[config.mk]
export PLATFORM = sky130hd
export DESIGN_NAME = punc_datapath_hs
export DESIGN_NICKNAME = d
export VERILOG_FILES = /design/src/rtl/punc_datapath_hs.sv
export SDC_FILE = /design/constraint.sdc
export NUM_CORES = 1
export LEC_CHECK = 0
export BUFFER_PORTS_ARGS = -buffer_cell sky130_fd_sc_hd__buf_4
export CAP_MARGIN = 25
export CORE_MARGIN = 2
export CORE_UTILIZATION = 55
export DETAILED_ROUTE_END_ITERATION = 10
export PLACE_DENSITY = 0.84
export SYNTH_ARGS = -nofsm -noshare
export SYNTH_HDL_FRONTEND = slang
export SYNTH_SLANG_ARGS = --single-unit
[constraint.sdc]
create_clock -name clk -period 11.9 [get_ports clk]
set_input_delay 2.38 -clock clk [delete_from_list [all_inputs] [get_ports clk]]
set_output_delay 2.38 -clock clk [all_outputs]
set_load 0.01 [all_outputs]
[src/rtl/punc_datapath_hs.sv]
// punc_datapath_hs
// ----------------
// Parametrised PUnC LC3 datapath. It holds the PC, the 16-bit IR, the NZP
// flags and the register file. A controller issues one command at a time
// over a valid/ready command handshake and sees completion as a one-cycle
// cmd_done pulse. Memory sits behind a valid/ready request port plus a
// response strobe, and a small FSM sequences each memory access.
//
// Ports
//   clk, rst           clock, asynchronous active-high reset
//   cmd_valid/ready    command handshake (ready only while idle)
//   cmd_op             0 FETCH 1 ALU 2 LOAD 3 STORE 4 BRANCH 5 JMP 6 LINK 7 NOP
//   alu_fn             0 PASSB 1 ADD 2 AND 3 NOT A
//   addr_mode          0 PC+off9 1 base+off6 2 indirect PC+off9 3 LEA
//   cmd_done           one-cycle completion pulse
//   mem_req_*          request handshake: we, addr, wdata
//   mem_rsp_valid/data read response
//   ir_out, nzp_true   IR and branch condition for the controller
//   rf_debug_addr/data combinational register file debug read
//   pc_debug_data      current PC
//
// Optional feature macro: PUNC_DP_PERF_EN
//   When defined, adds perf_instr (completed FETCH count) and perf_stall
//   (cycles a memory handshake was pending), both 32-bit saturating.

module punc_datapath_hs #(
  parameter int                DATA_W   = 16,
  parameter int                NREGS    = 8,
  parameter logic [DATA_W-1:0] PC_RESET = '0,
  localparam int               RA_W     = $clog2(NREGS)
) (
  input  logic              clk,
  input  logic              rst,
  input  logic              cmd_valid,
  output logic              cmd_ready,
  input  logic [2:0]        cmd_op,
  input  logic [1:0]        alu_fn,
  input  logic [1:0]        addr_mode,
  output logic              cmd_done,
  output logic              mem_req_valid,
  input  logic              mem_req_ready,
  output logic              mem_req_we,
  output logic [DATA_W-1:0] mem_req_addr,
  output logic [DATA_W-1:0] mem_req_wdata,
  input  logic              mem_rsp_valid,
  input  logic [DATA_W-1:0] mem_rsp_data,
  output logic [15:0]       ir_out,
  output logic              nzp_true,
  input  logic [RA_W-1:0]   rf_debug_addr,
  output logic [DATA_W-1:0] rf_debug_data,
`ifdef PUNC_DP_PERF_EN
  output logic [DATA_W-1:0] pc_debug_data,
  output logic [31:0]       perf_instr,
  output logic [31:0]       perf_stall
`else
  output logic [DATA_W-1:0] pc_debug_data
`endif
);

  localparam logic [2:0] OP_FETCH  = 3'd0;
  localparam logic [2:0] OP_ALU    = 3'd1;
  localparam logic [2:0] OP_LOAD   = 3'd2;
  localparam logic [2:0] OP_STORE  = 3'd3;
  localparam logic [2:0] OP_BRANCH = 3'd4;
  localparam logic [2:0] OP_JMP    = 3'd5;
  localparam logic [2:0] OP_LINK   = 3'd6;
  localparam logic [2:0] OP_NOP    = 3'd7;

  localparam logic [1:0] FN_PASSB  = 2'd0;
  localparam logic [1:0] FN_ADD    = 2'd1;
  localparam logic [1:0] FN_AND    = 2'd2;

  localparam logic [1:0] AM_BASE   = 2'd1;
  localparam logic [1:0] AM_IND    = 2'd2;
  localparam logic [1:0] AM_LEA    = 2'd3;

  typedef enum logic [2:0] {
    S_IDLE,
    S_REQ,
    S_WAIT,
    S_IREQ,
    S_IWAIT
  } state_t;

  // ---------------------------------------------------------------------
  // Arithmetic helpers
  // ---------------------------------------------------------------------
  function automatic logic signed [DATA_W-1:0] sext9(input logic [8:0] f);
    return {{(DATA_W-9){f[8]}}, f};
  endfunction

  function automatic logic signed [DATA_W-1:0] sext6(input logic [5:0] f);
    return {{(DATA_W-6){f[5]}}, f};
  endfunction

  function automatic logic signed [DATA_W-1:0] sext5(input logic [4:0] f);
    return {{(DATA_W-5){f[4]}}, f};
  endfunction

  // IR register fields are 3 bits; widen them to the register index width.
  function automatic logic [RA_W-1:0] ridx(input logic [2:0] f);
    logic [RA_W-1:0] r;
    r      = '0;
    r[2:0] = f;
    return r;
  endfunction

  function automatic logic [2:0] nzp_of(input logic [DATA_W-1:0] v);
    logic n, z;
    n = v[DATA_W-1];
    z = (v == '0);
    return {n, z, ~n & ~z};
  endfunction

  function automatic logic [DATA_W-1:0] alu_calc(input logic [1:0]        fn,
                                                 input logic signed [DATA_W-1:0] a,
                                                 input logic signed [DATA_W-1:0] b);
    logic signed [DATA_W-1:0] r;
    case (fn)
      FN_PASSB: r = b;
      FN_ADD:   r = a + b;
      FN_AND:   r = a & b;
      default:  r = ~a;
    endcase
    return r;
  endfunction

  // ---------------------------------------------------------------------
  // Architectural and transaction state
  // ---------------------------------------------------------------------
  state_t            state, state_next;
  logic [DATA_W-1:0] pc;
  logic [15:0]       ir;
  logic [2:0]        nzp;
  logic [DATA_W-1:0] rf [NREGS];

  // Captured at command accept so the request stays stable while stalled.
  logic [2:0]        op_r;
  logic              ind_r;
  logic [DATA_W-1:0] addr_r;
  logic [DATA_W-1:0] wdata_r;

  // ---------------------------------------------------------------------
  // Operand and address generation (reads see pre-write register values)
  // ---------------------------------------------------------------------
  logic signed [DATA_W-1:0] ra_val, rb_val, rs_val, alu_b;
  logic [DATA_W-1:0]        alu_res, pc_rel, base_rel, pc_inc;

  assign ra_val   = rf[ridx(ir[8:6])];
  assign rb_val   = rf[ridx(ir[2:0])];
  assign rs_val   = rf[ridx(ir[11:9])];
  assign alu_b    = ir[5] ? sext5(ir[4:0]) : rb_val;
  assign alu_res  = alu_calc(alu_fn, ra_val, alu_b);
  assign pc_rel   = pc + sext9(ir[8:0]);
  assign base_rel = ra_val + sext6(ir[5:0]);
  assign pc_inc   = pc + DATA_W'(1);

  assign nzp_true = (ir[11] & nzp[2]) | (ir[10] & nzp[1]) | (ir[9] & nzp[0]);

  // ---------------------------------------------------------------------
  // Next-state and write-strobe decode
  // ---------------------------------------------------------------------
  logic              rf_we, nzp_we, pc_we, ir_we, cap, ptr_we, done_next;
  logic [RA_W-1:0]   rf_waddr;
  logic [DATA_W-1:0] rf_wdata, pc_val;
  logic [2:0]        nzp_val;

  always_comb begin
    state_next = state;
    done_next  = 1'b0;
    rf_we      = 1'b0;
    rf_waddr   = ridx(ir[11:9]);
    rf_wdata   = '0;
    nzp_we     = 1'b0;
    nzp_val    = nzp;
    pc_we      = 1'b0;
    pc_val     = pc;
    ir_we      = 1'b0;
    cap        = 1'b0;
    ptr_we     = 1'b0;

    case (state)
      S_IDLE: begin
        if (cmd_valid) begin
          case (cmd_op)
            OP_FETCH: begin
              cap        = 1'b1;
              state_next = S_REQ;
            end
            OP_ALU: begin
              rf_we     = 1'b1;
              rf_wdata  = alu_res;
              nzp_we    = 1'b1;
              nzp_val   = nzp_of(alu_res);
              done_next = 1'b1;
            end
            OP_LOAD: begin
              if (addr_mode == AM_LEA) begin
                rf_we     = 1'b1;
                rf_wdata  = pc_rel;
                done_next = 1'b1;
              end else begin
                cap        = 1'b1;
                state_next = S_REQ;
              end
            end
            OP_STORE: begin
              // There is nothing to write for a LEA-mode store; it just completes.
              if (addr_mode == AM_LEA) begin
                done_next = 1'b1;
              end else begin
                cap        = 1'b1;
                state_next = S_REQ;
              end
            end
            OP_BRANCH: begin
              pc_we     = nzp_true;
              pc_val    = pc_rel;
              done_next = 1'b1;
            end
            OP_JMP: begin
              pc_we     = 1'b1;
              pc_val    = ra_val;
              done_next = 1'b1;
            end
            OP_LINK: begin
              rf_we     = 1'b1;
              rf_waddr  = ridx(3'd7);
              rf_wdata  = pc;
              done_next = 1'b1;
            end
            default: done_next = 1'b1;
          endcase
        end
      end

      S_REQ: begin
        if (mem_req_ready) begin
          // A direct store needs no response; an indirect store first reads its pointer.
          if (op_r == OP_STORE && !ind_r) begin
            state_next = S_IDLE;
            done_next  = 1'b1;
          end else begin
            state_next = S_WAIT;
          end
        end
      end

      S_WAIT: begin
        if (mem_rsp_valid) begin
          if (ind_r) begin
            ptr_we     = 1'b1;
            state_next = S_IREQ;
          end else if (op_r == OP_FETCH) begin
            ir_we      = 1'b1;
            pc_we      = 1'b1;
            pc_val     = pc_inc;
            state_next = S_IDLE;
            done_next  = 1'b1;
          end else begin
            rf_we      = 1'b1;
            rf_wdata   = mem_rsp_data;
            nzp_we     = 1'b1;
            nzp_val    = nzp_of(mem_rsp_data);
            state_next = S_IDLE;
            done_next  = 1'b1;
          end
        end
      end

      S_IREQ: begin
        if (mem_req_ready) begin
          if (op_r == OP_STORE) begin
            state_next = S_IDLE;
            done_next  = 1'b1;
          end else begin
            state_next = S_IWAIT;
          end
        end
      end

      S_IWAIT: begin
        if (mem_rsp_valid) begin
          rf_we      = 1'b1;
          rf_wdata   = mem_rsp_data;
          nzp_we     = 1'b1;
          nzp_val    = nzp_of(mem_rsp_data);
          state_next = S_IDLE;
          done_next  = 1'b1;
        end
      end

      default: state_next = S_IDLE;
    endcase
  end

  // ---------------------------------------------------------------------
  // Control registers
  // ---------------------------------------------------------------------
  always_ff @(posedge clk or posedge rst) begin
    if (rst) begin
      state    <= S_IDLE;
      cmd_done <= 1'b0;
    end else begin
      state    <= state_next;
      cmd_done <= done_next;
    end
  end

  // ---------------------------------------------------------------------
  // Datapath registers
  // ---------------------------------------------------------------------
  always_ff @(posedge clk or posedge rst) begin
    if (rst) begin
      pc      <= PC_RESET;
      ir      <= '0;
      nzp     <= 3'b010;
      for (int i = 0; i < NREGS; i++) rf[i] <= '0;
      op_r    <= OP_NOP;
      ind_r   <= 1'b0;
      addr_r  <= '0;
      wdata_r <= '0;
    end else begin
      if (pc_we)  pc  <= pc_val;
      if (ir_we)  ir  <= mem_rsp_data[15:0];
      if (nzp_we) nzp <= nzp_val;
      if (rf_we)  rf[rf_waddr] <= rf_wdata;
      if (cap) begin
        op_r    <= cmd_op;
        ind_r   <= (cmd_op != OP_FETCH) && (addr_mode == AM_IND);
        wdata_r <= rs_val;
        if (cmd_op == OP_FETCH)          addr_r <= pc;
        else if (addr_mode == AM_BASE)   addr_r <= base_rel;
        else                             addr_r <= pc_rel;
      end
      // The pointer fetched by an indirect access becomes the second address.
      if (ptr_we) addr_r <= mem_rsp_data;
    end
  end

  // ---------------------------------------------------------------------
  // Outputs (request signals decode straight from state so reset drops them at once)
  // ---------------------------------------------------------------------
  assign cmd_ready     = (state == S_IDLE);
  assign mem_req_valid = (state == S_REQ) || (state == S_IREQ);
  assign mem_req_we    = mem_req_valid && (op_r == OP_STORE) && ((state == S_IREQ) || !ind_r);
  assign mem_req_addr  = addr_r;
  assign mem_req_wdata = wdata_r;
  assign ir_out        = ir;
  assign rf_debug_data = rf[rf_debug_addr];
  assign pc_debug_data = pc;

`ifdef PUNC_DP_PERF_EN
  logic stall_cycle, instr_done;

  assign stall_cycle = (((state == S_REQ) || (state == S_IREQ)) && !mem_req_ready) ||
                       (((state == S_WAIT) || (state == S_IWAIT)) && !mem_rsp_valid);
  assign instr_done  = (state == S_WAIT) && mem_rsp_valid && !ind_r && (op_r == OP_FETCH);

  always_ff @(posedge clk or posedge rst) begin
    if (rst) begin
      perf_instr <= '0;
      perf_stall <= '0;
    end else begin
      if (instr_done && (perf_instr != 32'hFFFF_FFFF)) perf_instr <= perf_instr + 32'd1;
      if (stall_cycle && (perf_stall != 32'hFFFF_FFFF)) perf_stall <= perf_stall + 32'd1;
    end
  end
`endif

endmodule

## Word level (Yosys, flattened, before mapping)

Index checks and enable logic that the tools add are counted.

| cells by class | value |
|---|---|
| bitwise logic cells | 18 |
| magnitude comparators | 6 |
| multiplexer cells | 90 |
| add/sub/neg operators | 4 |
| reductions and logical operators | 23 |
| equal/unequal tests | 28 |

Operators by type and width:

| cell | count |
|---|---|
| $mux 16 | 24 |
| $bmux 16 s3 | 4 |
| $pmux 16 s3 | 3 |
| $bwmux 128 | 1 |
| $pmux 16 s2 | 2 |
| $demux 16 s3 | 1 |
| $mux 3 | 16 |
| $add 16x16->16 | 2 |
| $logic_not 16->1 | 2 |
| $mux 1 | 26 |
| $ge 4x4->1 const B | 5 |
| $not 3->4 | 5 |
| $add 16x1->16 const B | 1 |
| $add 16x6->16 | 1 |
| $and 16x16->16 | 1 |
| $ne 2x2->1 const B | 8 |
| $not 16->16 | 1 |
| $eq 3x2->1 const B | 5 |
| $pmux 3 s5 | 1 |
| $reduce_and 7->1 | 2 |
| $eq 3x3->1 const B | 4 |
| $pmux 1 s2 | 5 |
| $logic_not 3->1 | 3 |
| $pmux 3 s3 | 1 |
| 23 further kinds | 45 |

| storage, ports and cells | value |
|---|---|
| bits of input ports | 31 |
| register bits | 203 |

## Depth between registers and ports, before layout

| logic depth | value |
|---|---|
| depth in word-level cells | 13 |
| mapped depth | 18 |
| gate-level depth less buffers | 15 |

## Least setup slack after synthesis

Ideal clock, no wire load.

| timing path | value |
|---|---|
| path type | input -> output |
| from | input port rf_debug_addr[0] |
| to | output port rf_debug_data[10] |
| arrival time | 4070 ps |
| cell stages on the path | 5 |
| buffers on the path | 3 |
| data required time | 9520 ps |
| setup slack | 5450 ps |
| path through | clkbuf_1 buf_1 clkbuf_1 mux4_2 mux2_2 |

| between the ends | value |
|---|---|
| word-level cells in the longest chain between the ends | 4 |

RTL lines:

| item | RTL line | RTL |
|---|---|---|
| start, declared | 49 | `input logic [RA_W-1:0] rf_debug_addr,` |
| $not 3->4 (not written as such) | 350 | `assign rf_debug_data = rf[rf_debug_addr];` |
| $bmux 16 s3 | 350 |  |
| $mux 16 (not written as such) (2 in series) | 350 |  |
| end, declared | 50 | `output logic [DATA_W-1:0] rf_debug_data,` |

No other way between the ends. The select of a mux whose other input is x is not followed.

## Worst setup path in the final report

| timing path | value |
|---|---|
| from | input port rf_debug_addr[0] |
| to | output port rf_debug_data[7] |

Same word-level chain as after synthesis.

==> results.toml <==
[routing]
remaining_drc_errors = 0
routed_wire_length_per_instance_um = 25.89
detailroute.via_count = 14260
drt_iter0_drc = 1859
avgViaCountPerCell = 7.130
detail_route.wirelength_um = 51790
first_pass_iters = 8
antenna_left = 0

[cts]
clkLatencyLatePin_ps = 550
post_cts_buffers = 0
cts_resized = 0
postCtsHoldBufs = 0
worst_setup_hold_path_clk_slew_ps = 60
h-tree-depth = 1
tritoncts.num_buffers = 24
clock_sinks = 203
ctsLongestPathBuffers = 3
cts.root.buffer_cell = "sky130_fd_sc_hd__clkbuf_16"
cts_tree = "yes"

[sta]
hold-worst-slack_ps = 473.4
worst_slew_margin_rel_pct = 29.56
achievable-frequency_ghz = 0.1591
worst_clock_skew_ps = 26.30
report.final.slew_viol_count = 0
unrepaired_setup_endpoints_after_global_routing = "false"
tightest_slew_ps = 1057
totalNegativeSetupSlack_ps = 0
setup_viol = 0
timing.final.hold_violations = 0
final_period_minus_worst_setup_slack_ps = 6284
timing.final.crit_share_pct = 52.81

[grt]
grt_overflow_total = 0
grt_pass1_wl_um = 80570
first_global_vias = 14210
grt_max_degree = 95
antenna_violations_before_repair = 1
grt_util_all_layers_pct = 34.25

[cells_and_area]
n_fill_cell = 2186
postLayoutCoreUtil_pct = 62.38
final_common_cell = "sky130_fd_sc_hd__dfrtp_1"
synthToLayoutAreaGrowth_pct = 10.99
insertedDiodeCount = 0
final_cell_mix = "sky130_fd_sc_hd__dfrtp_1 (193), sky130_fd_sc_hd__nor2_1 (152), sky130_fd_sc_hd__buf_4 (144)"
layout.nets = 1690
final_layout_size_suffix_gt1_share_pct = 23.37
layoutNonFillerInstCount = 2000

[synth]
synthCells = 1550
ys_dominant_reg_cell = "sky130_fd_sc_hd__dfrtp_1"
syn_nets = 1631
synth.distinct_cells = 91
synth-edff-count = 0
synth-seq-area-share_pct = 32.30
synthesis.area_mm2 = 0.01574
synthArstFlopShare_pct = 100.0
count_of_synthesis_stage_warnings_from_yosys = 0
postSynthRegisterBits = 203
avgSynthCellArea_um2 = 10.16

[flow_run]
timing.max_cap.violations = 0

[die]
coreArea_mm2 = 0.02801
floorplan.initialDensity_pct = 56.20
die_width_um = 173.2
die_area_mm2 = 0.02999
rows = 61
boundaryPins = 116
fp.dieH_um = 173.2

[setup_path]
setup.worst_path.end_class = "output pin"
worst-endpoint-required_ps = 9520
cp_class = "in -> out"
worstSetupStartpoint = "rf_debug_addr[0]"
timing.critical_path.arrival_ps = 3900
critical_path.startpoint_type = "input pin"
crit_fanout = 32
worst_r2r_startpoint = "ir_out[8]$_DFFE_PP0P_"

[hold_path]
hold_path_class = "reg -> reg"
timing.hold.worst.start = "op_r[0]$_DFFE_PP1P_"

[outcome]
run_status = "finished clean"

[power]
p_total_mw = 5.435
power-per-cell-area_mw_per_mm2 = 311.0
static_leakage_nw = 7.528
ir_drop_uv = 150.5

[place]
port_buffers = 115
globalplace.congestion = 0.9751
dpl.hpwl_um = 35690
placed_cells = 1961
## routing by layer
layer	up-vias	routed length, µm	track usage (%)
met5	-	0	0
met3	211	6356	7.498
met1	6938	19210	45.69
li1	6025	-	-
met2	1085	23770	54.17
met4	0	2446	14.94
## Yosys cell counts, types with 30 or more instances
master	number	area share [%]
sky130_fd_sc_hd__nor2_1	152	3.6
sky130_fd_sc_hd__ha_1	47	3.7
sky130_fd_sc_hd__o21ai_0	116	3.7
sky130_fd_sc_hd__nor3_1	30	0.95
sky130_fd_sc_hd__a21oi_1	143	4.5
sky130_fd_sc_hd__dfrtp_1	199	32
sky130_fd_sc_hd__inv_1	38	0.91
sky130_fd_sc_hd__mux2_2	65	4.6
sky130_fd_sc_hd__nand2_1	128	3.1
sky130_fd_sc_hd__clkbuf_1	60	1.4
sky130_fd_sc_hd__mux4_2	101	14
sky130_fd_sc_hd__mux2i_1	57	3.6
## cell type report
class	count	area [µm²]	share of cell area, %
multi-input combinational	1197	9917	56.76
tap	378	473.0	2.707
sequential	203	5092	29.14
inverter	39	153.9	0.8808
clock buffer	35	681.9	3.903
timing repair buffer	144	1081	6.187
clock inverter	4	73.82	0.4225
## registers in the layout, summed over array words and instances (netlist names)
signal         count
op_r               3
cmd_done           1
nzp                3
state              3
mem_req_addr      16
pc_debug_data     16
rf               128
mem_req_wdata     16
ir_out            16
ind_r              1
## worst max-delay path: stages
cell and delay (ps):
sky130_fd_sc_hd__buf_4 450, sky130_fd_sc_hd__mux4_2 590, sky130_fd_sc_hd__mux2_2 300, sky130_fd_sc_hd__buf_4 150
## cell families (layout without fill, tap and decap cells)
family / count (synthesis) / count (layout) / synth area share [%]
AO/OA/AOI/OAI: 443 / 443 / 17.88
AND/OR/NAND/NOR: 419 / 419 / 12.25
multiplexers: 247 / 247 / 26.63
flip-flops: 203 / 203 / 32.30
buffers and inverters: 150 / 222 / 4.705
adder cells (fa/ha/maj): 50 / 50 / 4.117
XOR/XNOR: 38 / 38 / 2.114
## metrics by stage
step                      instance area (µm²)  setup slack [ps]
after floorplan                         15740              3988
after global placement                  16720              5660
after detailed placement                16720              5614
after CTS                               17470              5613
after global routing                    17470              5538
final                                   17470              5616
## report_power, final
| part | internal (mW) | leakage, nW | total (mW) | switching, mW |
|---|---|---|---|---|
| registers | 0.912 | 2.65 | 1.25 | 0.342 |
| logic | 1.51 | 4.51 | 3.46 | 1.95 |
| clock network | 0.418 | 0.366 | 0.718 | 0.300 |
| total | 2.84 | 7.53 | 5.43 | 2.59 |
## path summary, 6_finish.rpt
check	endpoint	slack, ps	depth (start not counted)
max	rf_debug_data[7]	5620	4
min	op_r[0]$_DFFE_PP1P_	470	2
max reg2reg	rf[40]$_DFFE_PP0P_	6170	15
min reg2reg	op_r[0]$_DFFE_PP1P_	470	2
max in group asynchronous	ir_out[8]$_DFFE_PP0P_	8610	3
min in group asynchronous	rf[73]$_DFFE_PP0P_	1920	2
(Power assumes the default switching activity.)
